<file path="src/rtl/mac_pkg.sv">
// Shared definitions for the MAC datapath: accumulate-stage state encoding
// and the product width produced by the 4x4 multiplier.
package mac_pkg;

  localparam int PROD_W = 8;

  typedef enum logic [1:0] {
    IDLE = 2'd0,
    ACC  = 2'd1,
    HOLD = 2'd2
  } mac_state_t;

endpackage

</file>
<file path="src/rtl/mac_acc_adder.sv">
// ACC_W-bit accumulator adder: a + zero-extended product, with carry-out
// so the parent can flag overflow past 2^ACC_W-1.
module mac_acc_adder
  import mac_pkg::*;
#(
  parameter int ACC_W = 12
) (
  input  logic [ACC_W-1:0]  a,
  input  logic [PROD_W-1:0] b,
  output logic [ACC_W-1:0]  sum,
  output logic              carry
);

  logic [ACC_W:0] a_ext;
  logic [ACC_W:0] b_ext;
  logic [ACC_W:0] total;

  always_comb begin
    a_ext = {1'b0, a};
    b_ext = (ACC_W+1)'(b);
    total = a_ext + b_ext;
    sum   = total[ACC_W-1:0];
    carry = total[ACC_W];
  end

endmodule

</file>
<file path="src/rtl/mult_accumulator.sv">
// Accumulate stage behind the array multiplier: sums up to VEC_LEN products
// per vector and presents sum, beat count and sticky overflow on a handshake.
module mult_accumulator
  import mac_pkg::*;
#(
  parameter int VEC_LEN = 4,
  parameter int ACC_W   = 12,
  localparam int CNT_W  = $clog2(VEC_LEN + 1)
) (
  input  logic              clk,
  input  logic              rst_n,
  input  logic              clear,
  input  logic              in_valid,
  output logic              in_ready,
  input  logic [PROD_W-1:0] in_prod,
  input  logic              in_last,
  output logic              out_valid,
  input  logic              out_ready,
  output logic [ACC_W-1:0]  out_sum,
  output logic [CNT_W-1:0]  out_count,
  output logic              out_ovf
);

  if (VEC_LEN < 1 || ACC_W < 8) begin : g_bad_param
    $error("mult_accumulator: VEC_LEN must be >= 1 and ACC_W >= 8");
  end

  localparam logic [CNT_W-1:0] CNT_ONE = CNT_W'(1);
  localparam logic [CNT_W-1:0] CNT_MAX = CNT_W'(VEC_LEN);

  mac_state_t       state_reg, state_next;
  logic [ACC_W-1:0] acc_reg;
  logic [CNT_W-1:0] count_reg;
  logic             ovf_reg;

  logic             accept;
  logic             first_beat;
  logic [ACC_W-1:0] add_a;
  logic [ACC_W-1:0] add_sum;
  logic             add_carry;
  logic [CNT_W-1:0] count_inc;
  logic             close_vec;

  // First beat of a vector adds onto zero so acc starts at the product itself.
  always_comb begin
    accept     = in_valid && in_ready;
    first_beat = (state_reg == IDLE);
    add_a      = first_beat ? '0 : acc_reg;
    count_inc  = first_beat ? CNT_ONE : count_reg + CNT_ONE;
    close_vec  = in_last || (count_inc == CNT_MAX);
  end

  mac_acc_adder #(.ACC_W(ACC_W)) u_adder (
    .a     (add_a),
    .b     (in_prod),
    .sum   (add_sum),
    .carry (add_carry)
  );

  always_ff @(posedge clk or negedge rst_n) begin
    if (!rst_n) begin
      state_reg <= IDLE;
    end else begin
      state_reg <= state_next;
    end
  end

  always_comb begin
    state_next = state_reg;
    if (clear) begin
      state_next = IDLE;
    end else begin
      case (state_reg)
        IDLE, ACC: if (accept) state_next = close_vec ? HOLD : ACC;
        HOLD:      if (out_ready) state_next = IDLE;
        default:   state_next = IDLE;
      endcase
    end
  end

  // Handshake flags decode from state alone; no comb path out_ready -> in_ready.
  always_comb begin
    in_ready  = (state_reg != HOLD);
    out_valid = (state_reg == HOLD);
  end

  always_ff @(posedge clk or negedge rst_n) begin
    if (!rst_n) begin
      acc_reg   <= '0;
      count_reg <= '0;
      ovf_reg   <= 1'b0;
    end else if (clear) begin
      acc_reg   <= '0;
      count_reg <= '0;
      ovf_reg   <= 1'b0;
    end else if (accept) begin
      acc_reg   <= add_sum;
      count_reg <= count_inc;
      ovf_reg   <= (first_beat ? 1'b0 : ovf_reg) | add_carry;
    end
  end

  assign out_sum   = acc_reg;
  assign out_count = count_reg;
  assign out_ovf   = ovf_reg;

endmodule

</file>
<file path="config.mk">
export PLATFORM = sky130hd
export DESIGN_NAME = mult_accumulator
export DESIGN_NICKNAME = d
export VERILOG_FILES = /design/src/rtl/mac_pkg.sv /design/src/rtl/mac_acc_adder.sv /design/src/rtl/mult_accumulator.sv
export SDC_FILE = /design/constraint.sdc
export NUM_CORES = 1
export LEC_CHECK = 0
export ABC_AREA = 1
export BUFFER_PORTS_ARGS = -buffer_cell sky130_fd_sc_hd__buf_2
export CORE_MARGIN = 2
export CORE_UTILIZATION = 57
export DETAILED_ROUTE_END_ITERATION = 10
export GPL_TIMING_DRIVEN = 0
export PLACE_DENSITY_LB_ADDON = 0.25
export SETUP_SLACK_MARGIN = 0.3
export SLEW_MARGIN = 20
export SYNTH_ARGS = -nofsm -noshare
export SYNTH_HDL_FRONTEND = slang
export SYNTH_SLANG_ARGS = --single-unit
</file>
<file path="constraint.sdc">
create_clock -name clk -period 6.6 [get_ports clk]
set_input_delay 1.98 -clock clk [delete_from_list [all_inputs] [get_ports clk]]
set_output_delay 1.98 -clock clk [all_outputs]
set_load 0.05 [all_outputs]
</file>
==> results.sh, run 1 <==
export IMPL_status="finished clean"
export IMPL_cts_sinks=18
export IMPL_antenna_found_initial=0
export IMPL_maxCapViolCount=0
export IMPL_p_leak_nw=0.907
export IMPL_final_max_slew_violation_count=0
export IMPL_initial_core_util_pct=60.5
export IMPL_core_rowCount=17
export IMPL_drt_wirelength_per_cell_um=12.5
export IMPL_fp_dieW_um=52.5
export IMPL_die_y_um=52.5
export IMPL_firstDrtPassIters=4
export IMPL_min_path_cells=2
export IMPL_vias_per_cell=5.35
export IMPL_multi_input_area_um2=733
export IMPL_clockBufferDepth=2
export IMPL_clk_pin_slew_ps=110
export IMPL_ys_types=27
export IMPL_ctsResizeCount=0
export IMPL_cts_buffers=3
export IMPL_post_cts_buffers=0
export IMPL_die_area_um2=2750
export IMPL_ys_warn_count=0
export IMPL_ctsHoldBuffers=0
export IMPL_core_area_um2=2210
export IMPL_largest_register_ffs=12
export IMPL_syn_area_um2=1340
export IMPL_syn_nets=218
export IMPL_diodes=0
export IMPL_final_layout_size_suffix_gt1_share_pct=22.7
export IMPL_end_kind="primary output"
export IMPL_finalHoldViolations=0
export IMPL_cts_tree="yes"
export IMPL_insertion_delay_ps=310
export IMPL_startpoint_type="flop"
export IMPL_slew_headroom_pct=71.3
export IMPL_rsz0062_at_grt="false"
export IMPL_fillCellCount=207
export IMPL_ant_nets=0
export IMPL_ys_ff_latch=18
export IMPL_r2r_cells=13
export IMPL_grt_overflow_total=0
export IMPL_drc_errors=0
export IMPL_cp_max_fo=5
export IMPL_vdd_drop_max_mv=0.121
export IMPL_synth_cells=194
export IMPL_power_density_nw_per_um2=171
export IMPL_fin_skew_ps=2.34
export IMPL_min_path_type="flop to flop"
export IMPL_drt_iter0_drc=38
export IMPL_fmax_mhz=314
export IMPL_criticalPathCategory="flop to primary output"
export IMPL_tns_ps=0
export IMPL_setup_viol=0
export IMPL_grtUsageTotal_pct=25.8
export IMPL_grt_pass1_wl_um=5270
export IMPL_ys_seq_area_share_pct=33.6
export IMPL_grt_max_degree=19
export IMPL_htree_num_levels=1
export IMPL_dp_hpwl_um=2450
export IMPL_area_growth_pct=16.9
export IMPL_routed_via_count=1376
export IMPL_root_buffer="clkbuf_4"
export IMPL_gp_congestion=0.884
export IMPL_period_share_pct=48.3
export IMPL_cp_required_ps=4620
export IMPL_worst_pin_slew_ps=431
export IMPL_wl_um=3200
export IMPL_fin_hold_ws_ps=535
export IMPL_layout_nets=254
export IMPL_fin_crit_ps=3190
export IMPL_critical_path_arrival_ps=1210
export IMPL_port_buffers=31
export IMPL_postSynthAreaPerCell_um2=6.90
export IMPL_boundaryPins=32
export IMPL_sequential_cell_area_um2=450
export IMPL_first_global_vias=1265
-- path summary, 6_finish.rpt --
kind	from	to	slack (ps)
max	state_reg[0]	out_valid	3410
max reg2reg	state_reg[1]	out_sum[10]	4220
max in group asynchronous	rst_n	out_sum[11]	4710
min	out_sum[10]	out_sum[10]	540
min in group asynchronous	rst_n	out_sum[3]	1590
min reg2reg	out_sum[10]	out_sum[10]	540
-- final cells by class --
cell class	count	share of cell area, %
buffer	3	1.76
clock buffer	4	2.32
inverter	34	8.15
multi-input combinational	139	46.8
sequential	18	28.8
tap	28	2.24
timing repair buffer	31	9.91
-- through the flow --
step / util [%] / power [mW] / cells / worst slack, ps / area, um^2
5_1_grt: 70.8 / 0.279 / 257 / 3350 / 1570
2_1_floorplan: - / 0.176 / 194 / 3420 / 1340
6_report: 70.8 / 0.268 / 257 / 3410 / 1570
3_3_place_gp: 69.1 / 0.195 / 253 / 3200 / 1530
3_5_place_dp: 69.1 / 0.198 / 253 / 3180 / 1530
4_1_cts: 70.8 / 0.268 / 257 / 3410 / 1570
-- worst max-delay path, stage by stage, from the launching register on --
cell,delay (ps)
dfrtp_1,420
inv_2,80
nand2_2,90
inv_1,60
buf_2,250
-- report_power, final --
part / internal [mW] / total (mW) / switching [mW]
registers: 0.116 / 0.119 / 0.00366
logic: 0.0212 / 0.0760 / 0.0549
clock network: 0.0337 / 0.0726 / 0.0389
-- cells in the final DEF, fill, tap and decap left out, drive strengths merged, types with 2 or more instances in the layout --
cell type and n:
buf 34, dfrtp 18, o21ai 16, nor2 26
o22ai 2, clkbuf 4, nand2 55, ha 9
nand3 13, or2 2, o32ai 2, a21oi 7
inv 33
-- cell usage after synthesis --
master    count  share of area (%)
a21o_1        1               0.56
a21oi_1       7                2.6
a22o_1        1               0.65
and2_1        1               0.47
buf_2         1               0.37
buf_6         2                1.7
clkinv_1      1               0.28
dfrtp_1      18                 34
fa_1          1                1.5
ha_1          9                8.4
inv_1        28                7.9
inv_2         5                1.4
nand2_1      51                 14
nand2_2       4                1.9
nand3_1      12                4.5
nand3_2       1               0.75
nand4_1       1               0.47
nor2_1       23                6.4
nor2_2        2               0.93
nor2_4        1               0.84
nor3_2        1               0.75
o211ai_1      1               0.56
o21ai_0       3                1.1
o21ai_1      13                4.9
o22ai_1       2               0.93
o32ai_1       2                1.3
or2_1         2               0.93
-- routing by layer --
metal / up-vias / wire, um / GRT usage (%)
met5: - / 0 / 0
met4: 0 / 46 / 12.0
met3: 6 / 160 / 3.14
met2: 49 / 1580 / 41.9
met1: 632 / 1420 / 34.2
li1: 689 / - / -
-- kinds of logic (layout without fill, tap and decap cells) --
group | count (synthesis) | after routing | share of synthesized area [%]
AOI/OAI and AO/OA | 30 | 30 | 12.6
DFF | 18 | 18 | 33.6
adders and majority gates | 10 | 10 | 9.91
buffers and inverters | 37 | 72 | 11.6
and+or+nand+nor | 99 | 99 | 32.2
No activity file was read; power rests on OpenSTA's default activity.
==> run 2, diff against run 1 <==
- CORE_UTILIZATION: 57 -> 48
- clock period: 6.6 -> 2.92 ns (I/O delays scaled with it)
==> results.sh, run 2 (same netlist as run 1, synthesis figures left out) <==
export IMPL_status="finished clean"
export IMPL_cts_tree="yes"
export IMPL_vdd_drop_max_mv=0.273
export IMPL_cts_sinks=18
export IMPL_first_global_vias=1178
export IMPL_fin_area_um2=1560
export IMPL_layout_nets=254
export IMPL_die_area_um2=3230
export IMPL_htree_num_levels=1
export IMPL_critPathMaxStageDelay_ps=440
export IMPL_power_density_nw_per_um2=361
export IMPL_firstDrtPassIters=4
export IMPL_vias_per_cell=4.90
export IMPL_routed_via_count=1270
export IMPL_ctsHoldBuffers=0
export IMPL_die_y_um=56.8
export IMPL_final_cell_mix="51 x nand2_1, 32 x buf_2, 28 x inv_1, 23 x nor2_1, 18 x dfrtp_1"
export IMPL_ant_nets=0
export IMPL_crit_path_cell_trace="nor2_2 -> buf_2 -> nor2_1 -> ha_1 -> fa_1 -> nand2_1 -> nand2_1 -> nand3_1 -> nand2_1 -> nand2_1 -> nand3_1 -> nand3_1 -> nand2_1"
export IMPL_cts_buffers=3
export IMPL_drt_iter0_drc=31
export IMPL_dp_hpwl_um=2190
export IMPL_fillCellCount=290
export IMPL_rsz0062_at_grt="false"
export IMPL_wl_um=2740
export IMPL_clockBufferDepth=2
export IMPL_startpoint_type="flop"
export IMPL_grt_pass1_wl_um=4930
export IMPL_end_kind="flop"
export IMPL_slew_headroom_pct=72.2
export IMPL_core_rowCount=19
export IMPL_setup_ws_ps=605
export IMPL_final_max_slew_violation_count=0
export IMPL_insertion_delay_ps=300
export IMPL_tns_ps=0
export IMPL_fin_skew_ps=3.99
export IMPL_fin_hold_ws_ps=493
export IMPL_antenna_found_initial=0
export IMPL_post_cts_buffers=0
export IMPL_drc_errors=0
export IMPL_place_area_um2=1530
export IMPL_period_share_pct=79.3
export IMPL_boundaryPins=32
export IMPL_fp_dieW_um=56.8
export IMPL_final_common_cell="nand2_1"
export IMPL_grt_overflow_total=0
export IMPL_core_area_um2=2710
export IMPL_fmax_mhz=432
export IMPL_initial_core_util_pct=49.4
export IMPL_ctsResizeCount=0
export IMPL_area_growth_pct=16.2
export IMPL_preCtsSetupSlack_ps=623
export IMPL_critical_path_arrival_ps=2510
export IMPL_crit_slowest_cell="dfrtp_1"
export IMPL_path_common_cell="nand2_1"
export IMPL_port_buffers=31
export IMPL_drt_wirelength_per_cell_um=10.6
export IMPL_clk_pin_slew_ps=100
export IMPL_setup_viol=0
export IMPL_fin_crit_ps=2310
export IMPL_path_buf_inv=1
export IMPL_diodes=0
export IMPL_crit_family="simple AND/OR/NAND/NOR gates"
export IMPL_final_layout_size_suffix_gt1_share_pct=22.4
export IMPL_gp_congestion=0.853
export IMPL_power_total_uw=562
export IMPL_cp_required_ps=3120
export IMPL_min_path_type="input port to asynchronous set/reset pin"
export IMPL_worst_pin_slew_ps=417
export IMPL_cp_max_fo=10
export IMPL_grt_max_degree=19
export IMPL_grtUsageTotal_pct=19.2
export IMPL_finalHoldViolations=0
export IMPL_largest_register_ffs=12
export IMPL_criticalPathCategory="flop to flop"
export IMPL_p_leak_nw=0.900
export IMPL_root_buffer="clkbuf_4"
export IMPL_maxCapViolCount=0
## run 2: changes by cell type in the layout (fill, tap and decap cells not counted), sizes merged
cell / previous run / this run
clkbuf: 4 / 3
## run 2: layout make-up
class                      count  area, um^2  share of cell area, %
multi-input combinational    139         733                   47.1
sequential                    18         450                   29.0
timing repair buffer          31         155                   9.98
inverter                      34         128                   8.21
tap                           31        38.8                   2.49
buffer                         3        27.5                   1.77
clock buffer                   3        22.5                   1.45
## run 2: through the flow
stage | util, % | cells
after global routing | 57.4 | 259
after CTS | 57.4 | 259
after floorplan | - | 194
after global placement | 56.6 | 256
after detailed placement | 56.6 | 256
final | 57.4 | 259
## run 2: path summary, 6_finish.rpt
check	start	to	slack, ps	depth (start not counted)
max in group asynchronous	rst_n	out_count[2]	2130	1
setup reg to reg	state_reg[1]	out_sum[10]	610	13
hold / removal	rst_n	out_sum[3]	490	1
hold reg to reg	out_sum[11]	out_sum[11]	520	2
min in group clk	out_sum[11]	out_sum[11]	520	2
setup / recovery	state_reg[1]	out_sum[10]	610	13
## run 2: report_power, final
part | total (mW) | internal [mW] | leakage (nW) | switching, mW
combinational | 0.167 | 0.0475 | 0.642 | 0.120
clock | 0.126 | 0.0481 | 0.0138 | 0.0778
sequential | 0.269 | 0.262 | 0.244 | 0.00748
total | 0.562 | 0.357 | 0.900 | 0.205
## run 2: layer usage
layer | wire length (um) | vias to the layer above | GRT usage, %
li1 | - | 688 | -
met1 | 1390 | 558 | 25.0
met2 | 1240 | 22 | 32.7
met3 | 87 | 2 | 2.76
met4 | 21 | 0 | 5.98
met5 | 0 | - | 0
